### config.mk
export PLATFORM = sky130hd
export DESIGN_NAME = fixdiv_responder_flat
export DESIGN_NICKNAME = d
export VERILOG_FILES = /design/src/rtl/fixdiv_responder_if.sv /design/src/rtl/fixdiv_responder.sv /design/src/flat_wrapper.sv
export SDC_FILE = /design/constraint.sdc
export NUM_CORES = 1
export LEC_CHECK = 0
export BUFFER_PORTS_ARGS = -buffer_cell sky130_fd_sc_hd__buf_4
export CORE_MARGIN = 2
export CORE_UTILIZATION = 54
export CTS_CLUSTER_DIAMETER = 60
export DETAILED_ROUTE_END_ITERATION = 8
export PLACE_DENSITY = 0.78
export SLEW_MARGIN = 5
export SYNTH_ARGS = -nofsm -noshare
export SYNTH_HDL_FRONTEND = slang
export SYNTH_SLANG_ARGS = --single-unit
### constraint.sdc
create_clock -name clk -period 1.9 [get_ports clk]
set_input_delay 0 -clock clk [delete_from_list [all_inputs] [get_ports clk]]
set_output_delay 0 -clock clk [all_outputs]
set_load 0.1 [all_outputs]
### src/rtl/fixdiv_responder_if.sv
// Start/Ack handshake plus byte-wide memory port between the bench (master) and the
// fixed-point divide responder (slave).
interface fixdiv_responder_if #(
  parameter int unsigned ADDR_W = 8
) ();
  logic              start;
  logic              ack;
  logic [ADDR_W-1:0] mem_addr;
  logic [7:0]        mem_rd_data;
  logic [7:0]        mem_wr_data;
  logic              mem_wr_en;

  modport master (
    output start, mem_rd_data,
    input  ack, mem_addr, mem_wr_data, mem_wr_en
  );

  modport slave (
    input  start, mem_rd_data,
    output ack, mem_addr, mem_wr_data, mem_wr_en
  );
endinterface

### src/rtl/fixdiv_responder.sv
// Fetches a 16-bit dividend and 8-bit divisor from memory, computes the unsigned 16.8
// quotient by 24-step restoring division, and writes the 24-bit result back.
module fixdiv_responder #(
  parameter int unsigned ADDR_W   = 8,
  parameter int unsigned OP_BASE  = 0,
  parameter int unsigned RES_BASE = 4
) (
  input  logic              clk,
  input  logic              rst_n,
  fixdiv_responder_if.slave bus
);

  localparam logic [ADDR_W-1:0] OpAddr  = ADDR_W'(OP_BASE);
  localparam logic [ADDR_W-1:0] ResAddr = ADDR_W'(RES_BASE);
  localparam logic [ADDR_W-1:0] AddrOne = ADDR_W'(1);
  localparam logic [ADDR_W-1:0] AddrTwo = ADDR_W'(2);

  typedef enum logic [3:0] {
    StIdle, StArmed, StLoad0, StLoad1, StLoad2, StDivide, StStore0, StStore1, StStore2, StDone
  } state_e;

  state_e state_q, state_d;

  logic [15:0] dividend_q, dividend_d;
  logic [7:0]  divisor_q, divisor_d;
  logic [7:0]  rem_q, rem_d;
  logic [23:0] num_q, num_d;
  logic [23:0] quot_q, quot_d;
  logic [4:0]  cnt_q, cnt_d;
  logic        ack_q, ack_d;

  logic [8:0]  trial;
  logic [8:0]  divisor_ext;
  logic [23:0] result;

  assign trial       = {rem_q, num_q[23]};
  assign divisor_ext = {1'b0, divisor_q};
  assign result      = (divisor_q == 8'd0) ? 24'hFF_FFFF : quot_q;

  // State register and datapath registers.
  always_ff @(posedge clk or negedge rst_n) begin
    if (!rst_n) begin
      state_q    <= StIdle;
      dividend_q <= '0;
      divisor_q  <= '0;
      rem_q      <= '0;
      num_q      <= '0;
      quot_q     <= '0;
      cnt_q      <= '0;
      ack_q      <= 1'b0;
    end else begin
      state_q    <= state_d;
      dividend_q <= dividend_d;
      divisor_q  <= divisor_d;
      rem_q      <= rem_d;
      num_q      <= num_d;
      quot_q     <= quot_d;
      cnt_q      <= cnt_d;
      ack_q      <= ack_d;
    end
  end

  // Next-state logic; Start overrides everything, aborting any run.
  always_comb begin
    state_d = state_q;
    if (bus.start) begin
      state_d = StArmed;
    end else begin
      unique case (state_q)
        StIdle:   state_d = StIdle;
        StArmed:  state_d = StLoad0;
        StLoad0:  state_d = StLoad1;
        StLoad1:  state_d = StLoad2;
        StLoad2:  state_d = StDivide;
        StDivide: state_d = (cnt_q == 5'd23) ? StStore0 : StDivide;
        StStore0: state_d = StStore1;
        StStore1: state_d = StStore2;
        StStore2: state_d = StDone;
        StDone:   state_d = StDone;
        default:  state_d = StIdle;
      endcase
    end
  end

  // Operand capture and one restoring-division step per DIVIDE cycle.
  always_comb begin
    dividend_d = dividend_q;
    divisor_d  = divisor_q;
    rem_d      = rem_q;
    num_d      = num_q;
    quot_d     = quot_q;
    cnt_d      = cnt_q;
    unique case (state_q)
      StLoad0: dividend_d[15:8] = bus.mem_rd_data;
      StLoad1: dividend_d[7:0]  = bus.mem_rd_data;
      StLoad2: begin
        divisor_d = bus.mem_rd_data;
        num_d     = {dividend_q, 8'h00};
        rem_d     = '0;
        quot_d    = '0;
        cnt_d     = '0;
      end
      StDivide: begin
        if (trial >= divisor_ext) begin
          // Remainder stays below the divisor, so the difference fits in 8 bits.
          rem_d  = 8'(trial - divisor_ext);
          quot_d = {quot_q[22:0], 1'b1};
        end else begin
          rem_d  = trial[7:0];
          quot_d = {quot_q[22:0], 1'b0};
        end
        num_d = {num_q[22:0], 1'b0};
        cnt_d = cnt_q + 5'd1;
      end
      default: ;
    endcase
  end

  // Memory port decode; writes are gated by Start so an abort lands mid-store cleanly.
  always_comb begin
    bus.mem_addr    = '0;
    bus.mem_wr_data = '0;
    bus.mem_wr_en   = 1'b0;
    ack_d           = (state_d == StDone);
    unique case (state_q)
      StLoad0: bus.mem_addr = OpAddr;
      StLoad1: bus.mem_addr = OpAddr + AddrOne;
      StLoad2: bus.mem_addr = OpAddr + AddrTwo;
      StStore0: begin
        bus.mem_addr    = ResAddr;
        bus.mem_wr_data = result[23:16];
        bus.mem_wr_en   = !bus.start;
      end
      StStore1: begin
        bus.mem_addr    = ResAddr + AddrOne;
        bus.mem_wr_data = result[15:8];
        bus.mem_wr_en   = !bus.start;
      end
      StStore2: begin
        bus.mem_addr    = ResAddr + AddrTwo;
        bus.mem_wr_data = result[7:0];
        bus.mem_wr_en   = !bus.start;
      end
      default: ;
    endcase
  end

  assign bus.ack = ack_q;

endmodule

### src/flat_wrapper.sv
// flat-port wrapper written by rule: the top's interface ports become plain ports
module fixdiv_responder_flat 
#(
  parameter int unsigned ADDR_W   = 8,
  parameter int unsigned OP_BASE  = 0,
  parameter int unsigned RES_BASE = 4
)
  (clk, rst_n, bus_start, bus_mem_rd_data, bus_ack, bus_mem_addr, bus_mem_wr_data, bus_mem_wr_en);
  fixdiv_responder_if #(.ADDR_W(ADDR_W)) bus_i ();
  input  logic clk;
  input  logic rst_n;
  input wire logic [$bits(bus_i.start)-1:0] bus_start;
  input wire logic [$bits(bus_i.mem_rd_data)-1:0] bus_mem_rd_data;
  output wire logic [$bits(bus_i.ack)-1:0] bus_ack;
  output wire logic [$bits(bus_i.mem_addr)-1:0] bus_mem_addr;
  output wire logic [$bits(bus_i.mem_wr_data)-1:0] bus_mem_wr_data;
  output wire logic [$bits(bus_i.mem_wr_en)-1:0] bus_mem_wr_en;
  assign bus_i.start = bus_start;
  assign bus_i.mem_rd_data = bus_mem_rd_data;
  assign bus_ack = bus_i.ack;
  assign bus_mem_addr = bus_i.mem_addr;
  assign bus_mem_wr_data = bus_i.mem_wr_data;
  assign bus_mem_wr_en = bus_i.mem_wr_en;
  fixdiv_responder #(.ADDR_W(ADDR_W), .OP_BASE(OP_BASE), .RES_BASE(RES_BASE)) u_core (.clk(clk), .rst_n(rst_n), .bus(bus_i));
endmodule
==> metrics.csv <==
metric,value,unit
status,finished with violations,
violations,setup timing,
drt-wirelength-per-cell,15.9,um
stdcell_count,573,
clockRootBuffer,clkbuf_8,
synthArstFlopShare,100,%
portBuffers,23,
synthCells,412,
critPathLaunch,u_core.divisor_q[5],
wl,9.13,mm
vias,3150,
dr.pass1.iters,4,
wl_met1,4.14,mm
layout-drive-gt1-share,30.6,%
synth_edf_count,0,
cts_tree,built,
crit_chain,or4_4 > nor2_4 > nor2_1 > o22ai_2 > buf_12,
ant_nets,0,
drv_cap,0,
tightest_slew,675,ps
avgSynthCellArea,10.1,um2
final-hold-violation-count,0,
finalSetupTns,-1180,ps
startpoint_type,flop,
rows,32,
track_usage,22.0,%
dp_hpwl,5.87,mm
slowest_delay,610,ps
syn_area,4170,um2
setup_viol,8,
synth_cell_type_count,50,
clkSinkCount,82,
required,1900,ps
grt-ovfl-total,0,
fin_nets,487,
crit_fanout,8,
ys_seq_area_share,49.2,%
grt_pass1_wl,14.6,mm
antenna_found_initial,0,
multi_input_area,2090,um2
dp_cells,535,
final_cell_mix,"dfrtp_1 (80), nand2_1 (70), buf_4 (44), o21ai_0 (28), mux2_2 (26)",
top_layer_used,met4,
start_util,54.9,%
peakVddDrop,703,uV
finalCritPeriodShare,109,%
rsz0062_at_grt,true,
maxSlewHeadroom,55.0,%
rr_startpoint,u_core.rem_q[1],
setup_ws,-169,ps
grt_max_degree,52,
htreeDepth,3,
die_x,91.9,um
insertion_delay,360,ps
cts_made_buffers,9,
gp_congestion,0.900,
end_kind,output pin,
place_ws,-25.5,ps
coreArea,7610,um2
min_path_type,input port to asynchronous set/reset pin,
ys_seq_elements,82,
fill_cells,554,
finalWorstPathRequiredPeriod,2070,ps
area_growth,24.4,%
route.met3.wl,263,um
vias_per_cell,5.50,
timing.fmax,483,MHz
ys.flop_type,dfrtp_1,
ioPinCount,29,
drcViolationCount,0,
die-area,8450,um2
slowest_stage,or4_4,
die_y,91.9,um
clock_skew,6.93,ps
wl_met2,4.60,mm
critPathKind,flop to output pin,
antenna-diode-count,0,
clk_pin_slew,90,ps
clock_path_buffers,2,
grt_pass1_vias,3007,
crit_arrival,2070,ps
total_leakage_power,0.00238,uW
layout_commonest_cell,dfrtp_1,
drtIter0Drc,218,
drv_slew,0,
seqCellArea,2050,um2
yosysWarnings,0,
p_per_area,1360,nW/um2
## worst max-delay path, delay by kind of cell (launching register included)
family	cells	cell delay [ps]
DFF	1	390
and+or+nand+nor	3	920
buffers and inverters	1	210
AOI/OAI and AO/OA	1	190
## routing by layer
layer  up-vias  track usage (%)
met2        53             36.6
met4         0             6.34
met1      1560             29.1
met3        13             4.77
li1       1524                -
met5         -                0
## worst paths after layout
kind                                    endpoint  slack (ps)  depth (start not counted)
hold reg to reg                u_core.quot_q[23]         490                          2
setup / recovery              bus_mem_wr_data[5]        -170                          5
hold / removal                 u_core.quot_q[13]         230                          2
max in group asynchronous  u_core.dividend_q[15]        1050                          3
setup reg to reg                 u_core.rem_q[7]          30                          7
min in group clk                  u_core.bus.ack         390                          3
## cell usage after synthesis, types with 2 or more instances
cell type	count	area (um2)
dfrtp_1	82	2050
nand2_1	71	267
o21ai_0	29	145
mux2_2	26	293
nand3_1	22	110
mux2i_1	19	190
inv_1	14	52.6
nor2_1	14	52.6
buf_2	13	65.1
a21oi_1	12	60.1
buf_4	11	82.6
o22ai_1	10	62.6
and2_1	9	56.3
ha_1	9	113
a211oi_1	7	52.6
nor2b_1	6	37.5
nor3_1	6	30.0
clkbuf_1	4	15.0
nand2b_1	4	25.0
o21ai_1	4	20.0
a211oi_2	3	37.5
xnor2_1	3	26.3
a31oi_1	2	12.5
a32oi_1	2	17.5
nand4_1	2	12.5
o31ai_1	2	15.0
or2_2	2	12.5
xor2_1	2	17.5
## registers in the layout (all words and copies together) (netlist names)
signal	cells
u_core.quot_q	24
u_core.dividend_q	16
u_core.num_q	16
u_core.divisor_q	8
u_core.rem_q	8
u_core.cnt_q	5
u_core.state_q	4
u_core.bus.ack	1
## where the power goes
group	switching [uW]	internal [uW]	leakage, uW
registers	371	2260	0.00106
logic	1700	1500	0.00123
clock network	713	498	0.0000925
total	2780	4250	0.00238
## layout make-up
| type | count | share of cell area (%) |
|---|---|---|
| clock buffers | 9 | 2.39 |
| clock inverters | 7 | 1.13 |
| inverters | 14 | 1.08 |
| multi-input cells | 292 | 40.3 |
| flip-flops and latches | 82 | 39.6 |
| well taps | 102 | 2.46 |
| repair buffers | 67 | 13.0 |
## through the flow
| step | cell area, um2 | total power, uW | hold WS (ps) | util [%] |
|---|---|---|---|---|
| 6_report | 5190 | 7040 | 226 | 68.3 |
| 5_1_grt | 5190 | 7470 | 276 | 68.3 |
| 4_1_cts | 5000 | 6680 | 230 | 65.7 |
| 3_5_place_dp | 4580 | 5380 | 79.8 | 60.2 |
| 3_3_place_gp | 4580 | 5250 | 69.4 | 60.2 |
| 2_1_floorplan | 4260 | 4680 | -296 | - |
## repair_timing
| item | in CTS | in global routing |
|---|---|---|
| endpoints found under the setup margin | 11 | 20 |
| hold buffers | 10 | 0 |
| gates cloned | 1 | 0 |
| pin swaps | 2 | 7 |
| resized for setup | 29 | 23 |
| hold endpoints to repair | 79 | 0 |
| setup buffers | 1 | 10 |
## logic make-up after synthesis
| kind of cell | count (synthesis) | share of synthesized area, % |
|---|---|---|
| flip-flops | 82 | 49.2 |
| other | 1 | 0.0898 |
| XOR/XNOR | 5 | 1.05 |
| buffers and inverters | 43 | 5.64 |
| adder cells (fa/ha/maj) | 10 | 3.18 |
| AND/OR/NAND/NOR | 148 | 17.7 |
| multiplexers | 45 | 11.6 |
| AO/OA/AOI/OAI | 78 | 11.6 |
Note: power is estimated with default switching activity, not from simulation.
